===== src/rtl/dma_read_engine_if.sv =====
// Bus bundle for the DMA read engine: AXI4 read address/data channels plus the
// outgoing word stream. "master" is the engine side, "slave" the memory/sink side.
interface dma_read_engine_if #(
    parameter int ADDR_WIDTH = 32,
    parameter int DATA_WIDTH = 32
);
    logic [ADDR_WIDTH-1:0] m_axi_araddr;
    logic [7:0]            m_axi_arlen;
    logic [2:0]            m_axi_arsize;
    logic [1:0]            m_axi_arburst;
    logic                  m_axi_arvalid;
    logic                  m_axi_arready;

    logic [DATA_WIDTH-1:0] m_axi_rdata;
    logic [1:0]            m_axi_rresp;
    logic                  m_axi_rlast;
    logic                  m_axi_rvalid;
    logic                  m_axi_rready;

    logic [DATA_WIDTH-1:0] m_axis_tdata;
    logic                  m_axis_tvalid;
    logic                  m_axis_tlast;
    logic                  m_axis_tready;

    modport master (
        output m_axi_araddr, m_axi_arlen, m_axi_arsize, m_axi_arburst, m_axi_arvalid,
        input  m_axi_arready,
        input  m_axi_rdata, m_axi_rresp, m_axi_rlast, m_axi_rvalid,
        output m_axi_rready,
        output m_axis_tdata, m_axis_tvalid, m_axis_tlast,
        input  m_axis_tready
    );

    modport slave (
        input  m_axi_araddr, m_axi_arlen, m_axi_arsize, m_axi_arburst, m_axi_arvalid,
        output m_axi_arready,
        output m_axi_rdata, m_axi_rresp, m_axi_rlast, m_axi_rvalid,
        input  m_axi_rready,
        input  m_axis_tdata, m_axis_tvalid, m_axis_tlast,
        output m_axis_tready
    );
endinterface


===== src/rtl/dma_read_engine.sv =====
// Single-outstanding-burst AXI4 read DMA: splits a byte range into INCR bursts that
// never cross 4 KB and forwards every returned word through a one-entry stream register.
module dma_read_engine #(
    parameter int ADDR_WIDTH = 32,
    parameter int DATA_WIDTH = 32,
    parameter int MAX_BURST  = 16
) (
    input  logic                  clk,
    input  logic                  rst,
    input  logic                  cfg_start,
    input  logic [ADDR_WIDTH-1:0] cfg_src_addr,
    input  logic [31:0]           cfg_len,
    output logic                  busy,
    output logic                  done,
    output logic                  error,
    dma_read_engine_if.master     bus
);

    typedef enum logic [1:0] {IDLE, ADDR, DATA, DONE} state_t;

    state_t                state_q, state_d;
    logic [ADDR_WIDTH-1:0] addr_q, addr_d;
    logic [ADDR_WIDTH-1:0] araddr_q, araddr_d;
    logic [29:0]           rem_q, rem_d;
    logic [8:0]            burst_q, burst_d;
    logic [8:0]            beat_cnt_q, beat_cnt_d;
    logic [7:0]            arlen_q, arlen_d;
    logic                  arvalid_q, arvalid_d;
    logic [DATA_WIDTH-1:0] tdata_q, tdata_d;
    logic                  tvalid_q, tvalid_d;
    logic                  tlast_q, tlast_d;
    logic                  busy_q, busy_d;
    logic                  done_q, done_d;
    logic                  error_q, error_d;

    logic [ADDR_WIDTH-1:0] next_addr_s;
    logic [29:0]           next_rem_s;
    logic [8:0]            start_burst_s;
    logic [8:0]            next_burst_s;
    logic                  last_in_burst_s;
    logic                  final_beat_s;
    logic                  rready_s;
    logic                  rbeat_s;
    logic                  beat_bad_s;
    logic                  cfg_len_unused_s;

    // Beats for the next burst: min(remaining, MAX_BURST, words left in this 4 KB page).
    function automatic logic [8:0] burst_beats(input logic [9:0] word_off, input logic [29:0] rem);
        logic [10:0] to_4k;
        logic [10:0] cap;
        to_4k = 11'd1024 - {1'b0, word_off};
        cap   = (to_4k < 11'(MAX_BURST)) ? to_4k : 11'(MAX_BURST);
        return ({19'd0, cap} > rem) ? rem[8:0] : cap[8:0];
    endfunction

    assign cfg_len_unused_s = ^cfg_len[1:0];
    assign start_burst_s    = burst_beats(cfg_src_addr[11:2], cfg_len[31:2]);
    assign next_addr_s      = addr_q + {{(ADDR_WIDTH-11){1'b0}}, burst_q, 2'b00};
    assign next_rem_s       = rem_q - {21'd0, burst_q};
    assign next_burst_s     = burst_beats(next_addr_s[11:2], next_rem_s);
    assign last_in_burst_s  = (beat_cnt_q == burst_q - 9'd1);
    assign final_beat_s     = last_in_burst_s && (rem_q == {21'd0, burst_q});
    assign rready_s         = (state_q == DATA) && (!tvalid_q || bus.m_axis_tready);
    assign rbeat_s          = rready_s && bus.m_axi_rvalid;
    // Error response or an rlast that disagrees with our own beat count.
    assign beat_bad_s       = (bus.m_axi_rresp != 2'b00) || (bus.m_axi_rlast != last_in_burst_s);

    // Next-state, burst bookkeeping and output-register logic.
    always_comb begin
        state_d    = state_q;
        addr_d     = addr_q;
        araddr_d   = araddr_q;
        rem_d      = rem_q;
        burst_d    = burst_q;
        beat_cnt_d = beat_cnt_q;
        arlen_d    = arlen_q;
        arvalid_d  = arvalid_q;
        tdata_d    = tdata_q;
        tvalid_d   = tvalid_q;
        tlast_d    = tlast_q;
        busy_d     = busy_q;
        done_d     = 1'b0;
        error_d    = error_q;

        if (tvalid_q && bus.m_axis_tready) begin
            tvalid_d = 1'b0;
            tlast_d  = 1'b0;
        end else begin
            tvalid_d = tvalid_q;
        end

        case (state_q)
            IDLE: begin
                if (cfg_start) begin
                    error_d = 1'b0;
                    busy_d  = 1'b1;
                    if (cfg_len[31:2] == 30'd0) begin
                        state_d = DONE;
                    end else begin
                        state_d    = ADDR;
                        addr_d     = cfg_src_addr;
                        rem_d      = cfg_len[31:2];
                        burst_d    = start_burst_s;
                        beat_cnt_d = 9'd0;
                        arvalid_d  = 1'b1;
                        araddr_d   = cfg_src_addr;
                        arlen_d    = 8'(start_burst_s - 9'd1);
                    end
                end else begin
                    state_d = IDLE;
                end
            end
            ADDR: begin
                if (bus.m_axi_arready) begin
                    arvalid_d  = 1'b0;
                    beat_cnt_d = 9'd0;
                    state_d    = DATA;
                end else begin
                    state_d = ADDR;
                end
            end
            DATA: begin
                if (rbeat_s) begin
                    tvalid_d = 1'b1;
                    tdata_d  = bus.m_axi_rdata;
                    tlast_d  = final_beat_s;
                    if (beat_bad_s) begin
                        error_d = 1'b1;
                    end else begin
                        error_d = error_q;
                    end
                    if (last_in_burst_s) begin
                        addr_d     = next_addr_s;
                        rem_d      = next_rem_s;
                        beat_cnt_d = 9'd0;
                        if (next_rem_s != 30'd0) begin
                            state_d   = ADDR;
                            burst_d   = next_burst_s;
                            arvalid_d = 1'b1;
                            araddr_d  = next_addr_s;
                            arlen_d   = 8'(next_burst_s - 9'd1);
                        end else begin
                            state_d = DONE;
                        end
                    end else begin
                        beat_cnt_d = beat_cnt_q + 9'd1;
                    end
                end else begin
                    state_d = DATA;
                end
            end
            DONE: begin
                // Completion is only signalled once the last word has left the register.
                if (!tvalid_q) begin
                    done_d  = 1'b1;
                    busy_d  = 1'b0;
                    state_d = IDLE;
                end else begin
                    state_d = DONE;
                end
            end
            default: begin
                state_d   = IDLE;
                busy_d    = 1'b0;
                arvalid_d = 1'b0;
            end
        endcase
    end

    // State and datapath registers.
    always_ff @(posedge clk or posedge rst) begin
        if (rst) begin
            state_q    <= IDLE;
            addr_q     <= '0;
            araddr_q   <= '0;
            rem_q      <= 30'd0;
            burst_q    <= 9'd0;
            beat_cnt_q <= 9'd0;
            arlen_q    <= 8'd0;
            arvalid_q  <= 1'b0;
            tdata_q    <= '0;
            tvalid_q   <= 1'b0;
            tlast_q    <= 1'b0;
            busy_q     <= 1'b0;
            done_q     <= 1'b0;
            error_q    <= 1'b0;
        end else begin
            state_q    <= state_d;
            addr_q     <= addr_d;
            araddr_q   <= araddr_d;
            rem_q      <= rem_d;
            burst_q    <= burst_d;
            beat_cnt_q <= beat_cnt_d;
            arlen_q    <= arlen_d;
            arvalid_q  <= arvalid_d;
            tdata_q    <= tdata_d;
            tvalid_q   <= tvalid_d;
            tlast_q    <= tlast_d;
            busy_q     <= busy_d;
            done_q     <= done_d;
            error_q    <= error_d;
        end
    end

    assign bus.m_axi_araddr  = araddr_q;
    assign bus.m_axi_arlen   = arlen_q;
    assign bus.m_axi_arsize  = 3'b010;
    assign bus.m_axi_arburst = 2'b01;
    assign bus.m_axi_arvalid = arvalid_q;
    assign bus.m_axi_rready  = rready_s;
    assign bus.m_axis_tdata  = tdata_q;
    assign bus.m_axis_tvalid = tvalid_q;
    assign bus.m_axis_tlast  = tlast_q;
    assign busy              = busy_q;
    assign done              = done_q;
    assign error             = error_q;

endmodule

===== src/flat_wrapper.sv =====
// flat-port wrapper written by rule: the top's interface ports become plain ports
module dma_read_engine_flat 
#(
    parameter int ADDR_WIDTH = 32,
    parameter int DATA_WIDTH = 32,
    parameter int MAX_BURST  = 16
)
  (clk, rst, cfg_start, cfg_src_addr, cfg_len, busy, done, error, bus_m_axi_araddr, bus_m_axi_arlen, bus_m_axi_arsize, bus_m_axi_arburst, bus_m_axi_arvalid, bus_m_axi_arready, bus_m_axi_rdata, bus_m_axi_rresp, bus_m_axi_rlast, bus_m_axi_rvalid, bus_m_axi_rready, bus_m_axis_tdata, bus_m_axis_tvalid, bus_m_axis_tlast, bus_m_axis_tready);
  dma_read_engine_if #(.ADDR_WIDTH(ADDR_WIDTH), .DATA_WIDTH(DATA_WIDTH)) bus_i ();
  input  logic clk;
  input  logic rst;
  input  logic cfg_start;
  input  logic [ADDR_WIDTH-1:0] cfg_src_addr;
  input  logic [31:0] cfg_len;
  output logic busy;
  output logic done;
  output logic error;
  output wire logic [$bits(bus_i.m_axi_araddr)-1:0] bus_m_axi_araddr;
  output wire logic [$bits(bus_i.m_axi_arlen)-1:0] bus_m_axi_arlen;
  output wire logic [$bits(bus_i.m_axi_arsize)-1:0] bus_m_axi_arsize;
  output wire logic [$bits(bus_i.m_axi_arburst)-1:0] bus_m_axi_arburst;
  output wire logic [$bits(bus_i.m_axi_arvalid)-1:0] bus_m_axi_arvalid;
  input wire logic [$bits(bus_i.m_axi_arready)-1:0] bus_m_axi_arready;
  input wire logic [$bits(bus_i.m_axi_rdata)-1:0] bus_m_axi_rdata;
  input wire logic [$bits(bus_i.m_axi_rresp)-1:0] bus_m_axi_rresp;
  input wire logic [$bits(bus_i.m_axi_rlast)-1:0] bus_m_axi_rlast;
  input wire logic [$bits(bus_i.m_axi_rvalid)-1:0] bus_m_axi_rvalid;
  output wire logic [$bits(bus_i.m_axi_rready)-1:0] bus_m_axi_rready;
  output wire logic [$bits(bus_i.m_axis_tdata)-1:0] bus_m_axis_tdata;
  output wire logic [$bits(bus_i.m_axis_tvalid)-1:0] bus_m_axis_tvalid;
  output wire logic [$bits(bus_i.m_axis_tlast)-1:0] bus_m_axis_tlast;
  input wire logic [$bits(bus_i.m_axis_tready)-1:0] bus_m_axis_tready;
  assign bus_m_axi_araddr = bus_i.m_axi_araddr;
  assign bus_m_axi_arlen = bus_i.m_axi_arlen;
  assign bus_m_axi_arsize = bus_i.m_axi_arsize;
  assign bus_m_axi_arburst = bus_i.m_axi_arburst;
  assign bus_m_axi_arvalid = bus_i.m_axi_arvalid;
  assign bus_i.m_axi_arready = bus_m_axi_arready;
  assign bus_i.m_axi_rdata = bus_m_axi_rdata;
  assign bus_i.m_axi_rresp = bus_m_axi_rresp;
  assign bus_i.m_axi_rlast = bus_m_axi_rlast;
  assign bus_i.m_axi_rvalid = bus_m_axi_rvalid;
  assign bus_m_axi_rready = bus_i.m_axi_rready;
  assign bus_m_axis_tdata = bus_i.m_axis_tdata;
  assign bus_m_axis_tvalid = bus_i.m_axis_tvalid;
  assign bus_m_axis_tlast = bus_i.m_axis_tlast;
  assign bus_i.m_axis_tready = bus_m_axis_tready;
  dma_read_engine #(.ADDR_WIDTH(ADDR_WIDTH), .DATA_WIDTH(DATA_WIDTH), .MAX_BURST(MAX_BURST)) u_core (.clk(clk), .rst(rst), .cfg_start(cfg_start), .cfg_src_addr(cfg_src_addr), .cfg_len(cfg_len), .busy(busy), .done(done), .error(error), .bus(bus_i));
endmodule

===== config.mk =====
export PLATFORM = sky130hd
export DESIGN_NAME = dma_read_engine_flat
export DESIGN_NICKNAME = d
export VERILOG_FILES = /design/src/rtl/dma_read_engine_if.sv /design/src/rtl/dma_read_engine.sv /design/src/flat_wrapper.sv
export SDC_FILE = /design/constraint.sdc
export NUM_CORES = 1
export LEC_CHECK = 0
export BUFFER_PORTS_ARGS = -buffer_cell sky130_fd_sc_hd__buf_2
export CAP_MARGIN = 30
export CORE_MARGIN = 10
export CORE_UTILIZATION = 50
export DETAILED_ROUTE_END_ITERATION = 10
export PLACE_DENSITY = 0.76
export SYNTH_ARGS = -nofsm -noshare
export SYNTH_HDL_FRONTEND = slang
export SYNTH_SLANG_ARGS = --single-unit

===== constraint.sdc =====
create_clock -name clk -period 14.91 [get_ports clk]
set_clock_uncertainty 0.2 [all_clocks]
set_input_delay 1.491 -clock clk [delete_from_list [all_inputs] [get_ports clk]]
set_output_delay 1.491 -clock clk [all_outputs]
set_load 0.03 [all_outputs]

==> impl_results.md, run 1 <==
- Iteration-0 DRC Markers: 671
- Core area: 20300 sq um
- Area Growth Syn to Fin: 16.7%
- Full die area: 26800 sq um
- Vias: 9556
- Nets@finish: ~1500
- Status: finished, final reports clean
- FF-to-FF End: u_core.bus.m_axi_arlen[7]$_DFFE_PP0P_
- Clk_lat worst skew: 0.43 ns
- Share of Yosys cell area claimed by the top area cell type: approximately 39%
- Slew Limit Fails: 0
- Gp weighted congestion: 0.888
- Power Density: ~230 nW/um^2
- Synth area leader: dfrtp_1
- Final hold vios: 0
- Total Neg Setup Slack: 0 ns
- Measured slew at the worst slew-check pin: 0.969 ns
- Initial antenna violation count: 0
- Synth async-reset ratio: 100%
- Synth warn: 0
- Rows: 52
- Crit Path Class: flip-flop to flip-flop
- ANT cells: 0
- P_leak: about 0.0056 uW
- Pin count of the biggest net entering global routing: 112
- Placed wire-length estimate: around 21000 um
- Hold depth: 2
- CP max FO: 6
- Min-delay src: u_core.bus.m_axis_tdata[29]$_DFFE_PP0P_
- CP Launch Type: flip-flop
- Final min period: 6.59 ns
- Post-Synthesis Cell Area: 10300 sq um
- Hold Buf Count CTS: 0
- Reg2reg setup slack: 8.32 ns
- Cell count after synthesis: 1234
- Syn avg cell area: around 8.4 sq um
- Hold EP: u_core.bus.m_axis_tdata[29]$_DFFE_PP0P_
- Max VDD drop: 0.134 mV
- Synth Register Bits: 160
- Data required, critical path: 15.03 ns
- First-pass GRT wire length: ~47000 um
- Critical R2R Launch: u_core.burst_q[2]$_DFFE_PP0P_
- Synth unique cells: 79
- Vias/cell: 5.69
- CTS Buffer Depth: 2
- Register area share after synthesis: between 30 and 40%
- Final setup fails: 0
- Post-synth top flop: dfrtp_1
- I/O Buffers: about 180
- All-Layer GR Usage: 21.5%
- Critical Path AT: 6.71 ns
- Most numerous cell in the Yosys netlist: nand2_1
- Unrepaired setup endpoints after global routing: false
- Worst r2r path cells: 20
- Layout cells sized above 1: 20.5%
- Drt drc: 0
- Routed length per instance: 17.2 um
- Clock transition at the registers of the reported paths: about 0.07 ns
- CTS tree: done
- Tot Pwr: roughly 2800 uW
- CTS root buf: clkbuf_16
- Horiz. Die Dim: 164 um
- Clock buffer count from CTS: 17
- Vias in the first global route: 9491
- Slew margin rel.: 35.2%
- Routed WL: 28800 um
- Initial core utilization: 50.9%
- Post-CTS setup buffer count: 0
- Main area contributors after synthesis: dfrtp_1, nand2_1, ha_1
- Critical Path Sink Type: flip-flop
- Crit. Startpoint: u_core.burst_q[2]$_DFFE_PP0P_
- Worst Hold Class: flip-flop to flip-flop
- Grt total ovfl: 0
- Top cells by count, synth: nand2_1, dfrtp_1, nor2_1
- Drt first pass iters: 9
- Fmax: 152 MHz
- # IOs: 189
- Post-synth EDFFs: 0
- Post-cts sizing count: 0
- Final period utilization: roughly 44%
- Max-capacitance violation count: 0
- Post-route antenna net violation count: 0
- H-tree levels: 4
- Final Core Density: 59.4%
- Die span in y: 164 um
- TritonCTS Sinks: 160
-- power breakdown --
| group | total [uW] | internal (uW) | leakage, uW | switching [uW] |
|---|---|---|---|---|
| combinational | 1580 | 566 | 0.00335 | 1020 |
| sequential | 796 | 625 | 0.00196 | 171 |
| clock | 440 | 239 | 0.000293 | 201 |
| total | 2820 | 1430 | 0.00561 | 1390 |
-- metrics by stage --
step,setup slack (ns),area (sq um),hold WS (ns),instances
floorplan,8.90,10400,0.253,1249
global placement,8.44,11400,0.254,1645
detailed placement,8.40,11400,0.257,1645
CTS,8.38,12000,0.274,1677
global route,7.78,12100,0.295,1679
finish,8.32,12100,0.272,1679
-- worst max path at each step --
stage | endpoint | cells past startpoint | slack [ns]
after CTS | u_core.bus.m_axi_arlen[7]$_DFFE_PP0P_ | 20 | 8.38
after floorplan | u_core.addr_q[0]$_DFFE_PP0P_ | 1 | 8.90
after global placement | u_core.bus.m_axi_arlen[7]$_DFFE_PP0P_ | 20 | 8.44
after global routing | u_core.bus.m_axi_arlen[7]$_DFFE_PP0P_ | 20 | 7.78
after detailed placement | u_core.bus.m_axi_arlen[7]$_DFFE_PP0P_ | 20 | 8.40
final | u_core.bus.m_axi_arlen[7]$_DFFE_PP0P_ | 20 | 8.32
-- flip-flops by register name, summed over array words and instances, names as in the netlist, 2 cells and up --
| signal | flops |
|---|---|
| u_core.bus.m_axi_arlen | 8 |
| u_core.rem_q | 30 |
| u_core.addr_q | 32 |
| u_core.beat_cnt_q | 9 |
| u_core.state_q | 2 |
| u_core.burst_q | 9 |
| u_core.bus.m_axis_tdata | 32 |
| u_core.bus.m_axi_araddr | 32 |
-- layout make-up --
cell class                 instances  area, sq um
fill                            1841         8250
sequential                       160         4000
clock buffer                      17          425
clock inverter                    15          164
multi-input combinational        979         5920
inverter                          47          181
tap                              270          338
timing repair buffer             191         1020
-- kinds of logic (layout without fill, tap and decap cells) --
logic type                 count (synthesis)  in the layout  synth area share [%]
other                                      2             17                0.0727
buffers and inverters                    110            270                  4.78
muxes                                     34             34                  3.65
and+or+nand+nor                          510            510                  23.3
AOI/OAI and AO/OA                        316            316                  18.9
adders and majority gates                 47             47                  5.84
DFF                                      160            160                  38.8
xor gates and xnor gates                  55             55                  4.66
-- layer usage --
metal	track usage (%)	vias up	wire length, um	share of wire (%)
met5	0	-	0	0
met4	5.69	0	454	1.6
met3	4.03	33	1820	6.3
met2	36.9	323	14400	50
met1	27.1	4516	12200	42
li1	-	4684	-	-
-- placed cells by master, fill, tap and decap left out, types with 10 or more instances in the layout --
| cell | n |
|---|---|
| a21o_1 | 10 |
| a21oi_1 | 92 |
| a22oi_1 | 10 |
| a31oi_1 | 16 |
| and3_1 | 11 |
| buf_2 | 181 |
| clkbuf_16 | 17 |
| conb_1 | 17 |
| dfrtp_1 | 160 |
| ha_1 | 45 |
| inv_1 | 46 |
| mux2_2 | 29 |
| nand2_1 | 198 |
| nand2b_1 | 12 |
| nand3_1 | 23 |
| nand4_1 | 21 |
| nor2_1 | 131 |
| nor3_1 | 26 |
| nor4_1 | 20 |
| o21ai_0 | 98 |
| o22a_1 | 12 |
| xnor2_1 | 24 |
| xor2_1 | 31 |
-- worst max-delay path, stage by stage (launching register included) --
cell and delay [ns]:
dfrtp_1 0.46, ha_1 0.30, a211oi_1 0.46, o21ai_0 0.26, and2_1 0.24, o311ai_0 0.64
o21a_1 0.27, nand3b_1 0.19, nor2_1 0.15, ha_1 0.25, nor2b_1 0.14, o21a_1 0.15
o21ai_0 0.17, a21oi_1 0.09, a2111oi_0 0.71, nor2_1 0.22, and4_1 0.24, o31ai_1 0.68
nand3_1 0.18, o31a_1 0.29, o31ai_1 0.21
No activity file was read; power rests on OpenSTA's default activity.
==> inputs of run 2 (changes only) <==
- clock period: 14.91 -> 6.67 ns (I/O delays scaled with it)
==> run 2 against run 1 <==
Net effect: combinational power grew 130%; critical path depth grew 4; maximum frequency rose by 14%; via count rose by 0.13%; clock-buffer cell count is the same; power up 120%; routed wire length increased by 0.29%; flip-flop and latch count unchanged; global-route usage decreased by 0.056 points; hold slack worse by 0.085 ns; design area up 0.11%; utilization grew 0.068 points; largest cell class unchanged.
==> impl_results.md, run 2 (synthesis results as in run 1) <==
- Vias: 9568
- Final period utilization: 86.8%
- Measured slew at the worst slew-check pin: 0.872 ns
- Critical Path AT: 5.93 ns
- Routed length per instance: ~17 um
- Final setup fails: 0
- Hold WS: 0.186 ns
- CP Launch Type: flip-flop
- CP max FO: 6
- Critical Path Sink Type: flip-flop
- Drt first pass iters: 5
- CTS root buf: clkbuf_16
- Worst Hold Class: input port to async pin
- Slew margin rel.: roughly two fifths
- Final hold vios: 0
- FF-to-FF End: u_core.bus.m_axi_arlen[6]$_DFFE_PP0P_
- Post-route antenna net violation count: 0
- All-Layer GR Usage: a little over a fifth
- Status: finished, final reports clean
- Die span in y: 164 um
- P_leak: 0.00561 uW
- Drt drc: 0
- Worst r2r path cells: 24
- Slowest cell on crit path: a211oi_1
- Met2 wire len: 14100 um
- # IOs: 189
- Clock buffer count from CTS: 17
- Fmax: roughly 170 MHz
- ANT cells: 0
- Layout cells sized above 1: between 20% and 30%
- Clock transition at the registers of the reported paths: 0.08 ns
- Max-capacitance violation count: 0
- Highest Signal Layer: met4
- Core area: about 20000 sq um
- Slew Limit Fails: 0
- Area Growth Syn to Fin: 16.8%
- Met3 Routed Length: approximately 1900 um
- Clk_lat worst skew: approximately 0.44 ns
- Most common cell after layout, fill and taps aside: nand2_1
- Critical path, cell by cell: ha_1 -> a211oi_1 -> o21ai_0 -> and2_1 -> o311ai_0 -> buf_4 -> o21a_1 -> nand3b_1 -> nor2_1 -> ha_1 -> nor2b_1 -> o21a_1 -> o21ai_0 -> a21oi_1 -> a2111oi_0 -> buf_4 -> or2_2 -> nand3_1 -> nand3_1 -> ha_1 -> o21ai_0 -> and4b_1 -> xnor2_1 -> o21ai_0
- Crit Path Class: flip-flop to flip-flop
- Reg2reg setup slack: about 0.88 ns
- Placed wire-length estimate: 21600 um
- Gp weighted congestion: slightly above 0.9
- First-pass GRT wire length: between 40000 and 50000 um
- Fillers: 1855
- Max VDD drop: 0.246 mV
- Finished Cell Area: 12100 sq um
- Vias/cell: 5.69
- Vias in the first global route: 9466
- Hold Buf Count CTS: 0
- Total Neg Setup Slack: 0 ns
- Rows: 52
- CTS tree: done
- Buf+Inv Stages, Crit Path: 2
- Post-CTS setup buffer count: 0
- Grt total ovfl: 0
- Critical R2R Launch: u_core.burst_q[2]$_DFFE_PP0P_
- Power Density: 525 nW/um^2
- I/O Buffers: between 150 and 200
- Final min period: about 5.8 ns
- Data required, critical path: around 6.8 ns
- TritonCTS Sinks: 160
- Iteration-0 DRC Markers: 711
- Pin count of the biggest net entering global routing: 111
- Horiz. Die Dim: 164 um
- Routed WL: a little under 30000 um
- Initial antenna violation count: 0
- Met1 wire length: ~12000 um
- Post-cts sizing count: 0
- H-tree levels: 4
- Placement Cell Area: 11400 sq um
- Unrepaired setup endpoints after global routing: false
- Full die area: approximately 27000 sq um
- Crit-path most repeated cell: o21ai_0
- Initial core utilization: between 50% and 60%
- Nets@finish: 1552
- CP peak stage delay: slightly below 0.5 ns
- CTS Buffer Depth: 2
- CP delay by family, top: compound AO/OA/AOI/OAI gates
- Commonest non-fill, non-tap cells in the layout: nand2_1, buf_2, dfrtp_1, nor2_1, o21ai_0
==> run 2: cell types whose count changed in the layout (fill, tap and decap cells not counted), sizes merged <==
cell,before,now
buf,191,195
bufinv,1,0
clkinvlp,0,1
clkinv,3,6
inv,58,55
==> run 2: stage by stage <==
step	power, uW	util [%]	worst slack [ns]	cells
after floorplan	4410	-	1.31	1249
after global placement	5220	56.4	1.03	1649
after detailed placement	5340	56.4	0.961	1650
after CTS	6330	59.3	0.898	1682
after global routing	6860	59.4	0.331	1683
final	6330	59.4	0.883	1683
==> run 2: power breakdown <==
| part | leakage (uW) | total [uW] | switching, uW | internal [uW] |
|---|---|---|---|---|
| Sequential | 0.00196 | 1780 | 380 | 1400 |
| Combinational | 0.00337 | 3580 | 2280 | 1300 |
| Clock | 0.000288 | 975 | 471 | 504 |
| Total | 0.00561 | 6330 | 3130 | 3200 |
==> run 2: layout make-up <==
type	instances	area, sq um	area share [%]
clock buffers	17	425	3.53
clock inverters	15	168	1.39
inverters	47	181	1.50
multi-input cells	979	5920	49.1
flip-flops and latches	160	4000	33.2
well taps	270	338	2.80
repair buffers	195	1030	8.54
==> run 2: worst max-delay path by stage <==
stage	startpoint	to	slack (ns)	depth (start not counted)
after detailed placement	u_core.burst_q[2]$_DFFE_PP0P_	u_core.bus.m_axi_arlen[6]$_DFFE_PP0P_	0.96	24
after CTS	u_core.burst_q[2]$_DFFE_PP0P_	u_core.bus.m_axi_arlen[6]$_DFFE_PP0P_	0.90	24
final	u_core.burst_q[2]$_DFFE_PP0P_	u_core.bus.m_axi_arlen[6]$_DFFE_PP0P_	0.88	24
after floorplan	u_core.burst_q[0]$_DFFE_PP0P_	u_core.bus.m_axi_arlen[7]$_DFFE_PP0P_	1.31	22
after global routing	u_core.burst_q[2]$_DFFE_PP0P_	u_core.bus.m_axi_arlen[6]$_DFFE_PP0P_	0.33	24
after global placement	u_core.burst_q[2]$_DFFE_PP0P_	u_core.bus.m_axi_arlen[6]$_DFFE_PP0P_	1.03	24
==> run 2: per-layer routing <==
layer,vias to the layer above,track usage (%)
met5,-,0
met4,0,8.29
met3,66,5.01
met2,302,35.6
met1,4506,26.5
li1,4694,-
==> inputs of run 3 (changes only) <==
- PLACE_DENSITY: 0.76 -> 0.85
==> run 3 against run 2 <==
Net effect: utilization is 0.15 points higher; design area is 0.25% higher; global-route usage grew 0.48 points; worst setup slack gained 0.018 ns; critical path type unchanged; critical endpoint unchanged; largest cell class unchanged.
==> impl_results.md, run 3 (synthesis results as in run 1) <==
- Status: finished, final reports clean
- Horiz. Die Dim: 164 um
- Grt total ovfl: 0
- CTS root buf: clkbuf_16
- Sequential power share: 27.6%
- Hold Buf Count CTS: 0
- Placed wire-length estimate: 21700 um
- Worst Hold Class: input port to async pin
- # IOs: roughly 190
- Routed length per instance: 17.5 um
- Final setup fails: 0
- Clock transition at the registers of the reported paths: 0.07 ns
- Total Neg Setup Slack: 0 ns
- Drt drc: 0
- Switching share of power: a little under 50%
- All-Layer GR Usage: a little over a fifth
- Routed WL: 29500 um
- CP Launch Type: flip-flop
- Commonest non-fill, non-tap cells in the layout: nand2_1, buf_2, dfrtp_1, nor2_1, o21ai_0
- Pin count of the biggest net entering global routing: 106
- Critical Path Sink Type: flip-flop
- Met2 Track Usage GR: 37.3%
- FF-to-FF End: u_core.bus.m_axi_arlen[6]$_DFFE_PP0P_
- Psw: roughly 3100 uW
- Grt met3 use: 4.78%
- Max-capacitance violation count: 0
- Clk pwr share: approximately 16%
- Measured slew at the worst slew-check pin: 0.949 ns
- Clk_lat worst skew: 0.43 ns
- Area Growth Syn to Fin: 17.1%
- Gp weighted congestion: 0.907
- Drt first pass iters: 6
- Clock buffer count from CTS: 17
- I/O Buffers: 181
- Post-CTS setup buffer count: 0
- Post-cts sizing count: 0
- Slew Limit Fails: 0
- Final Core Density: 59.6%
- Vias/cell: between 5 and 6
- Max VDD drop: 0.258 mV
- Core area: approximately 20000 sq um
- Critical R2R Launch: u_core.burst_q[0]$_DFFE_PP0P_
- Met1 Use GR: 26.8%
- Post-route antenna net violation count: 0
- Data required, critical path: around 6.7 ns
- Nets@finish: 1552
- First-pass GRT wire length: 48200 um
- Most common cell after layout, fill and taps aside: nand2_1
- P_leak: 0.00563 uW
- Full die area: 26800 sq um
- Worst r2r path cells: 24
- Final min period: 5.77 ns
- Reg2reg setup slack: 0.90 ns
- Die span in y: 164 um
- TritonCTS Sinks: 160
- Power Density: 532 nW/um^2
- Unrepaired setup endpoints after global routing: false
- Hold WS: 0.0616 ns
- Layout cells sized above 1: 20.7%
- Iteration-0 DRC Markers: 891
- Critical Path AT: between 5 and 6 ns
- Final period utilization: between 80 and 90%
- Rows: 52
- Fmax: 173 MHz
- Combinational share of power: 56.2%
- Crit. Startpoint: u_core.burst_q[0]$_DFFE_PP0P_
- Initial core utilization: between 50% and 60%
- Final hold vios: 0
- Vias: 9724
- Crit Path Class: flip-flop to flip-flop
- Vias in the first global route: 9728
- Internal power: 3290 uW
- CTS tree: done
- H-tree levels: 4
- Initial antenna violation count: 1
- Gr busiest metal: met2
- CTS Buffer Depth: 2
- Slew margin rel.: a little over a third
- CP max FO: 6
[run 3: worst max-delay path by stage]
stage / to / cells past startpoint
floorplan: u_core.bus.m_axi_arlen[7]$_DFFE_PP0P_ / 22
global placement: u_core.bus.m_axi_arlen[6]$_DFFE_PP0P_ / 24
detailed placement: u_core.bus.m_axi_arlen[6]$_DFFE_PP0P_ / 24
CTS: u_core.bus.m_axi_arlen[6]$_DFFE_PP0P_ / 24
global route: u_core.bus.m_axi_arlen[6]$_DFFE_PP0P_ / 24
finish: u_core.bus.m_axi_arlen[6]$_DFFE_PP0P_ / 24
[run 3: power groups by stage]
stage | Combinational [uW] | Sequential (uW) | Clock [uW]
4_1_cts | 3580 | 1770 | 1060
3_5_place_dp | 3560 | 1780 | 0
5_1_grt | 4000 | 1840 | 1090
3_3_place_gp | 3440 | 1750 | 0
6_report | 3610 | 1780 | 1040
2_1_floorplan | 2300 | 2100 | 0
[run 3: layer usage]
metal	vias up	share of wire [%]
li1	4677	-
met1	4640	41
met2	353	50
met3	54	6.5
met4	0	2.6
met5	-	0
[run 3: cell type report]
cell class,count,area (sq um)
Tap cell,270,338
Sequential cell,160,4000
Antenna cell,1,2.50
Clock inverter,15,195
Inverter,47,181
Multi-Input combinational cell,979,5920
Fill cell,1819,8200
Clock buffer,17,425
Timing Repair Buffer,195,1030
[run 3: critical path, stage by stage (launching register included)]
cell and delay [ns]:
dfrtp_1 0.47, ha_1 0.27, a211oi_1 0.47, o21ai_0 0.28
and2_1 0.25, o311ai_0 0.33, buf_4 0.19, o21a_1 0.18
nand3b_1 0.19, nor2_1 0.14, ha_1 0.24, nor2b_1 0.13
o21a_1 0.16, o21ai_0 0.15, a21oi_1 0.09, a2111oi_0 0.29
buf_4 0.20, or2_2 0.17, nand3_1 0.09, nand3_1 0.28
ha_1 0.26, o21ai_0 0.10, and4b_1 0.28, xnor2_1 0.11
o21ai_0 0.08
[run 3: per-stage QoR]
stage	std cells	total power (uW)	area (sq um)	worst slack, ns
after global routing	1684	6930	12100	0.465
final	1684	6430	12100	0.901
after detailed placement	1649	5340	11400	1.05
after CTS	1681	6400	12100	1.00
after global placement	1649	5200	11400	1.08
after floorplan	1249	4410	10400	1.31
